### config.mk
export PLATFORM = sky130hd
export DESIGN_NAME = gpio_bank
export DESIGN_NICKNAME = d
export VERILOG_FILES = /design/src/rtl/gpio_pkg.sv /design/src/rtl/gpio_debounce.sv /design/src/rtl/gpio_bank.sv
export SDC_FILE = /design/constraint.sdc
export NUM_CORES = 1
export LEC_CHECK = 0
export ABC_AREA = 1
export ABC_CLOCK_PERIOD_IN_PS = 1800
export CAP_MARGIN = 5
export CORE_MARGIN = 1
export CORE_UTILIZATION = 54
export DETAILED_ROUTE_END_ITERATION = 6
export GPL_TIMING_DRIVEN = 0
export PLACE_DENSITY = 0.92
export SETUP_SLACK_MARGIN = 0.3
export SYNTH_ARGS = -nofsm -noshare
export SYNTH_HDL_FRONTEND = slang
export SYNTH_SLANG_ARGS = --single-unit
### constraint.sdc
create_clock -name i_sysclk -period 1.8 [get_ports i_sysclk]
set_input_delay 0.36 -clock i_sysclk [delete_from_list [all_inputs] [get_ports i_sysclk]]
set_output_delay 0.36 -clock i_sysclk [all_outputs]
set_load 0.01 [all_outputs]
### src/rtl/gpio_pkg.sv
// rtl/gpio_pkg.sv - register address map shared by the GPIO bank files
package gpio_pkg;

  localparam int GPIO_AW = 3;

  localparam logic [GPIO_AW-1:0] GPIO_ADDR_OUT     = 3'd0;
  localparam logic [GPIO_AW-1:0] GPIO_ADDR_OE      = 3'd1;
  localparam logic [GPIO_AW-1:0] GPIO_ADDR_IN      = 3'd2;
  localparam logic [GPIO_AW-1:0] GPIO_ADDR_STATUS  = 3'd3;
  localparam logic [GPIO_AW-1:0] GPIO_ADDR_RISE_EN = 3'd4;
  localparam logic [GPIO_AW-1:0] GPIO_ADDR_FALL_EN = 3'd5;

endpackage

### src/rtl/gpio_debounce.sv
// rtl/gpio_debounce.sv - single-pin two-flop synchroniser with debounce under GPIO_BANK_DEBOUNCE_EN
module gpio_debounce #(
  parameter int DB_CYCLES = 1000
) (
  input  logic i_sysclk,
  input  logic i_rst,
  input  logic i_pin,
  output logic o_in_q
);

  logic sync_1;
  logic sync_2;

  always_ff @(posedge i_sysclk) begin
    if (i_rst) begin
      sync_1 <= 1'b0;
      sync_2 <= 1'b0;
    end else begin
      sync_1 <= i_pin;
      sync_2 <= sync_1;
    end
  end

`ifdef GPIO_BANK_DEBOUNCE_EN
  localparam int CW = $clog2(DB_CYCLES + 1);
  localparam logic [CW-1:0] CNT_LAST = CW'(DB_CYCLES - 1);
  localparam logic [CW-1:0] CNT_MAX  = '1;

  logic [CW-1:0] cnt;
  logic          in_q;

  // Any return to the filtered value restarts the stability count.
  always_ff @(posedge i_sysclk) begin
    if (i_rst) begin
      cnt  <= '0;
      in_q <= 1'b0;
    end else if (sync_2 == in_q) begin
      cnt <= '0;
    end else if (cnt == CNT_LAST) begin
      in_q <= sync_2;
      cnt  <= '0;
    end else if (cnt != CNT_MAX) begin
      cnt <= cnt + 1'b1;
    end
  end

  assign o_in_q = in_q;
`else
  assign o_in_q = sync_2;
`endif

endmodule

### src/rtl/gpio_bank.sv
// rtl/gpio_bank.sv - GPIO bank with register port, edge status and irq; debounce under GPIO_BANK_DEBOUNCE_EN
module gpio_bank
  import gpio_pkg::*;
#(
  parameter int WIDTH     = 15,
  parameter int DB_CYCLES = 1000
) (
  input  logic               i_sysclk,
  input  logic               i_rst,
  input  logic [WIDTH-1:0]   i_gpio_in,
  output logic [WIDTH-1:0]   o_gpio_out,
  output logic [WIDTH-1:0]   o_gpio_oe,
  input  logic               i_wr_en,
  input  logic               i_rd_en,
  input  logic [GPIO_AW-1:0] i_addr,
  input  logic [WIDTH-1:0]   i_wdata,
  output logic [WIDTH-1:0]   o_rdata,
  output logic               o_rvalid,
  output logic               o_irq
);

  logic [WIDTH-1:0] out_r;
  logic [WIDTH-1:0] oe_r;
  logic [WIDTH-1:0] status_r;
  logic [WIDTH-1:0] rise_en_r;
  logic [WIDTH-1:0] fall_en_r;
  logic [WIDTH-1:0] in_q;
  logic [WIDTH-1:0] in_q_d;
  logic [WIDTH-1:0] set_mask;
  logic [WIDTH-1:0] clr_mask;
  logic [WIDTH-1:0] rd_mux;
  logic [WIDTH-1:0] rdata_r;
  logic             rvalid_r;
  logic             irq_r;

  for (genvar i = 0; i < WIDTH; i++) begin : g_pin
    gpio_debounce #(
      .DB_CYCLES(DB_CYCLES)
    ) u_db (
      .i_sysclk(i_sysclk),
      .i_rst   (i_rst),
      .i_pin   (i_gpio_in[i]),
      .o_in_q  (in_q[i])
    );
  end

  assign set_mask = ((in_q & ~in_q_d) & rise_en_r) | ((~in_q & in_q_d) & fall_en_r);
  assign clr_mask = (i_wr_en && (i_addr == GPIO_ADDR_STATUS)) ? i_wdata : '0;

  always_comb begin
    rd_mux = '0;
    case (i_addr)
      GPIO_ADDR_OUT:     rd_mux = out_r;
      GPIO_ADDR_OE:      rd_mux = oe_r;
      GPIO_ADDR_IN:      rd_mux = in_q;
      GPIO_ADDR_STATUS:  rd_mux = status_r;
      GPIO_ADDR_RISE_EN: rd_mux = rise_en_r;
      GPIO_ADDR_FALL_EN: rd_mux = fall_en_r;
      default:           rd_mux = '0;
    endcase
  end

  // Set is ORed in after the clear so a coincident edge keeps its flag.
  always_ff @(posedge i_sysclk) begin
    if (i_rst) begin
      out_r     <= '0;
      oe_r      <= '0;
      status_r  <= '0;
      rise_en_r <= '0;
      fall_en_r <= '0;
      in_q_d    <= '0;
      rdata_r   <= '0;
      rvalid_r  <= 1'b0;
      irq_r     <= 1'b0;
    end else begin
      if (i_wr_en) begin
        case (i_addr)
          GPIO_ADDR_OUT:     out_r     <= i_wdata;
          GPIO_ADDR_OE:      oe_r      <= i_wdata;
          GPIO_ADDR_RISE_EN: rise_en_r <= i_wdata;
          GPIO_ADDR_FALL_EN: fall_en_r <= i_wdata;
          default:           ;
        endcase
      end
      status_r <= (status_r & ~clr_mask) | set_mask;
      irq_r    <= |status_r;
      in_q_d   <= in_q;
      rvalid_r <= i_rd_en;
      if (i_rd_en) rdata_r <= rd_mux;
    end
  end

  assign o_gpio_out = out_r;
  assign o_gpio_oe  = oe_r;
  assign o_rdata    = rdata_r;
  assign o_rvalid   = rvalid_r;
  assign o_irq      = irq_r;

endmodule

* Word level (Yosys, flattened, before mapping)
Cells that the tools add are included.
Operators by class: bitwise logic cells 10, reduce and logical (&&, ||, !) cells 7, multiplexer cells 2, eq/ne operators 5
Operators with widths (count):
- $pmux 15 s6 | 1
- $and 15x15->15 | 5
- $not 15->15 | 3
- $or 15x15->15 | 2
- $mux 15 | 1
- $reduce_or 15->1 | 1
- $reduce_and 2->1 | 4
- $eq 3x2->1 const B | 2
- $eq 3x3->1 const B | 2
- $eq 3x1->1 const B | 1
- $logic_not 3->1 | 1
- $logic_and 1x1->1 | 1
Word-level totals: logic and storage cells 63, flip-flop bits (word level) 137, output and inout bits 47

* Longest topological paths before layout
word-level depth 6, mapped depth 8, gate-level depth less buffers 6

* Cells and area by module
Synthesis repeated with hierarchy kept, for this count alone.
Unflattened totals: cells, all modules 787, area, all modules 5679.2 um^2
Modules (own cells, without submodules):
- gpio_bank | area an instance 4853.4 um^2, cells each 697, instances 1
- gpio_debounce | area an instance 55.1 um^2, cells each 6, instances 15

* Least setup slack after synthesis
No wires, ideal clock.
path kind input port to flip-flop, from in i_addr[2], to reg status_r[6], setup time 0.132 ns, slack 0.461 ns, path buffers 2, stages on the path 8, data arrival time 1.206 ns, data required time 1.668 ns, cell sequence buf_2 -> inv_2 -> nand3_1 -> nor2_2 -> buf_4 -> nand2_1 -> nand2_1 -> a21oi_1
On the way: word-level cells in the longest chain between the ends 6
Ends and longest elaborated chain:
- start, declared | RTL line gpio_bank.sv:15 | input logic [GPIO_AW-1:0] i_addr,
- $eq 3x2->1 | RTL line gpio_bank.sv:48 | assign clr_mask = (i_wr_en && (i_addr == GPIO_ADDR_STATUS)) ? i_wdata : '0;
- $logic_and 1x1->1 | RTL line gpio_bank.sv:48
- $mux 15 | RTL line gpio_bank.sv:48
- $not 15->15 | RTL line gpio_bank.sv:85 | status_r <= (status_r & ~clr_mask) | set_mask;
- $and 15x15->15 | RTL line gpio_bank.sv:85
- $or 15x15->15 | RTL line gpio_bank.sv:85
- end signal, assigned | RTL line gpio_bank.sv:85
- end, declared | RTL line gpio_bank.sv:24 | logic [WIDTH-1:0] status_r;
No other way between the ends. A chain may end at the register's enable or synchronous reset.

* Worst setup path after layout
from reg oe_r[0] (netlist: o_gpio_oe[0]), to out o_gpio_oe[0]
RTL lines:
- start, declared | RTL line gpio_bank.sv:23 | logic [WIDTH-1:0] oe_r;
- start signal, assigned | RTL line gpio_bank.sv:79 | GPIO_ADDR_OE: oe_r <= i_wdata;
- end, declared | RTL line gpio_bank.sv:12 | output logic [WIDTH-1:0] o_gpio_oe,
No word-level cell between the ends.

==> reports/results.tsv <==
stage	metric	value	unit
status	status	complete, but fails checks	
status	failing checks	DRC	
power_and_ir_drop	clock share of power	49.1	%
cts	post-CTS setup buffers	0	
setup_path	Startpoint Class	register	
routing	wire per inst	15.6	um
setup_path	worst path buffer plus inverter count	1	
cts	clk buf depth	2	
routing	Vias	5738	
synthesis	count of cell types in the netlist	21	
timing	Final Max Slew Viols	0	
floorplanning	Rows	37	
synthesis	Syn. warnings	0	
cts	CTS Hold Bufs	0	
placed_design	placed cell areas	6620	um^2
grt	antenna violations before repair	0	
cts	CTS resizes	110	
power_and_ir_drop	Sequential Power Share	42.5	%
timing	period utilisation layout	82.9	%
grt	all-layer global routing usage	30.0	%
setup_path	crit end category	output port	
placed_design	placed insts	1005	
timing	final setup violation count	0	
routing	drt pass-1 iters	7	
setup_path	crit path DAT	1.13	ns
timing	final setup TNS	0	ns
cts	CTS Buf Count	17	
routing	Final ANT Viol Nets	0	
final_layout	Finished Core Util	70.7	%
routing	Initial DRC Count	692	
timing	worst rel slew slack	58.8	%
floorplanning	Placeable Area	10200	um^2
placed_design	gp weighted congestion	0.941	
cts	clock root cell	clkbuf_8	
final_layout	nets@finish	925	
timing	Final Hold Fails	0	
grt	vias in the first global route	5368	
grt	largest net degree at the start of global routing	17	
synthesis	Mapped Cells	790	
grt	first-pass GRT wire length	25.7	mm
hold_path	Hold Path Class	input pin to register	
power_and_ir_drop	fraction of power consumed by combinational cells	8.5	%
placed_design	dpl ws	-0.218	ns
final_layout	fin cells	1035	
cts	clk_lat worst skew	0.52	ns
synthesis	sequential share of the synthesized area	48.5	%
synthesis	syn_area_per_cell	7.16	um^2
floorplanning	Die H	104	um
final_layout	ratio of cells with drive above 1 in the final layout	13.6	%
timing	fmax	0.670	GHz
synthesis	Post-Syn Area	5660	um^2
timing	RSZ-0062 raised after global routing	true	
setup_path	Worst path max stage delay	0.36	ns
floorplanning	Die Wd	104	um
final_layout	number of diodes	0	
power_and_ir_drop	P_int	5.86	mW
timing	Final WS setup	0.307	ns
flow_run	max_cap viols	0	
routing	Avg Vias per Cell	5.54	
timing	Slew @ Worst Pin	0.618	ns
setup_path	worst setup path class	register to output port	
cts	htree depth	4	
floorplanning	die area	10900	um^2
cts	CTS tree	done	
final_layout	Layout area overhead	27.8	%
floorplanning	io pins	84	
routing	final wirelength	16.1	mm
routing	drc violations	1	
power_and_ir_drop	switch share	23.4	%
floorplanning	initial core utilization	55.3	%
setup_path	cell family with most CP delay	flip-flops	
setup_path	CP required	1.44	ns
placed_design	PortBufs	79	
cts	CTS Sinks	137	
power_and_ir_drop	Tot Pwr	7.65	mW
grt	GRT Residual Overflow	0	
power_and_ir_drop	maximum vdd drop	0.554	mV
timing	Layout Skew	0.00486	ns
placed_design	Detailed Place HPWL	11.5	mm
setup_path	Critical-path top delay cell	dfxtp_2	
final_layout	final instance area	7230	um^2
power_and_ir_drop	total net switching power	1.79	mW
synthesis	Mapped Nets	827	
timing	Tmin final	1.49	ns
setup_path	crit-path cells	clkdlybuf4s15_1	
setup_path	crit path max fanout	3	
timing	worst hold slack	0.311	ns
power_and_ir_drop	leakage	3.01	nW
power_and_ir_drop	Power per Cell Area	1060	nW/um^2
synthesis	post-synthesis register bit count	137	
cts	CTS clk-pin slew, worst paths	0.06	ns
==> worst register-to-register path: stages, from the launching register on <==
cell and delay [ns]:
dfxtp_1 0.32, inv_1 0.08, o21ai_0 0.18, nand2_1 0.09, a21oi_1 0.23
==> final timing paths <==
| check | startpoint | end | slack (ns) | depth (start not counted) |
|---|---|---|---|---|
| worst max-delay path | o_gpio_oe[0] | o_gpio_oe[0] | 0.31 | 1 |
| worst min-delay path | i_rd_en | o_rdata[4] | 0.31 | 3 |
| worst max register to register | rise_en_r[8] | status_r[8] | 0.81 | 4 |
| worst min register to register | g_pin[3].u_db.sync_1 | g_pin[3].u_db.o_in_q | 0.40 | 2 |
==> Yosys cell counts <==
master      n  area share [%]
buf_6       2            0.40
nand3_4     1            0.31
a21oi_1    76             6.7
dfxtp_1   137              48
inv_2       6            0.40
buf_1       6            0.40
nor2_4      1            0.20
nor2_2      2            0.22
o21ai_0    62             5.5
nand3_1    37             3.3
clkbuf_1   24             1.6
o21a_1      1            0.13
nor2_1    115             7.6
buf_4       5            0.66
inv_1      80             5.3
nor3_1      1           0.088
nand4_1    56             6.2
buf_2      16             1.4
nand2_1   149             9.9
nand3_2     1            0.18
o21ai_1    12             1.1
==> power by group through the flow <==
stage,clock network (mW),registers [mW],logic [mW]
2_1_floorplan,0,3.30,0.335
3_3_place_gp,0,3.30,0.634
3_5_place_dp,0,3.30,0.649
4_1_cts,3.74,3.24,0.639
5_1_grt,3.90,3.26,0.702
6_report,3.75,3.25,0.647
==> final cells by class <==
class	instances	area [um^2]
buffer	53	254
clock buffer	19	442
clock inverter	11	196
fill	768	3000
inverter	86	323
multi-input combinational	514	2350
sequential	137	2770
tap	136	170
timing repair buffer	79	728
==> layout by cell type, fill, tap and decap left out, types with 2 or more instances in the layout <==
cell / instances
nand2_1: 149
dfxtp_1: 116
nor2_1: 115
inv_1: 80
a21oi_1: 76
o21ai_0: 62
nand4_1: 56
nand3_1: 36
clkdlybuf4s50_1: 30
clkbuf_1: 23
dfxtp_2: 21
clkbuf_2: 18
clkdlybuf4s15_2: 18
buf_2: 16
clkbuf_16: 16
o21ai_1: 12
clkdlybuf4s15_1: 11
inv_2: 6
buf_1: 6
buf_4: 5
bufinv_16: 5
clkbuf_8: 3
clkinv_4: 3
nor2_4: 2
nand3_2: 2
buf_6: 2
clkinvlp_4: 2
dlygate4sd2_1: 2
==> state kept, by name, indices dropped and copies added (netlist names) <==
name	cells
fall_en_r	15
g_pin.u_db.o_in_q	15
g_pin.u_db.sync_1	15
in_q_d	15
o_gpio_oe	15
o_gpio_out	15
o_irq	1
o_rdata	15
o_rvalid	1
rise_en_r	15
status_r	15
==> cell families after synthesis <==
group           share of synthesized area, %
flops                                   48.5
simple gates                            28.0
buf+inv                                 10.2
compound gates                          13.4
==> per-layer routing <==
layer / track usage [%] / routed length (um) / vias to the layer above
met2: 48.9 / 7450 / 368
li1: - / - / 2750
met5: 0 / 0 / -
met4: 16.6 / 686 / 0
met3: 5.83 / 1680 / 74
met1: 37.1 / 6310 / 2546
Note: power is estimated with default switching activity, not from simulation.
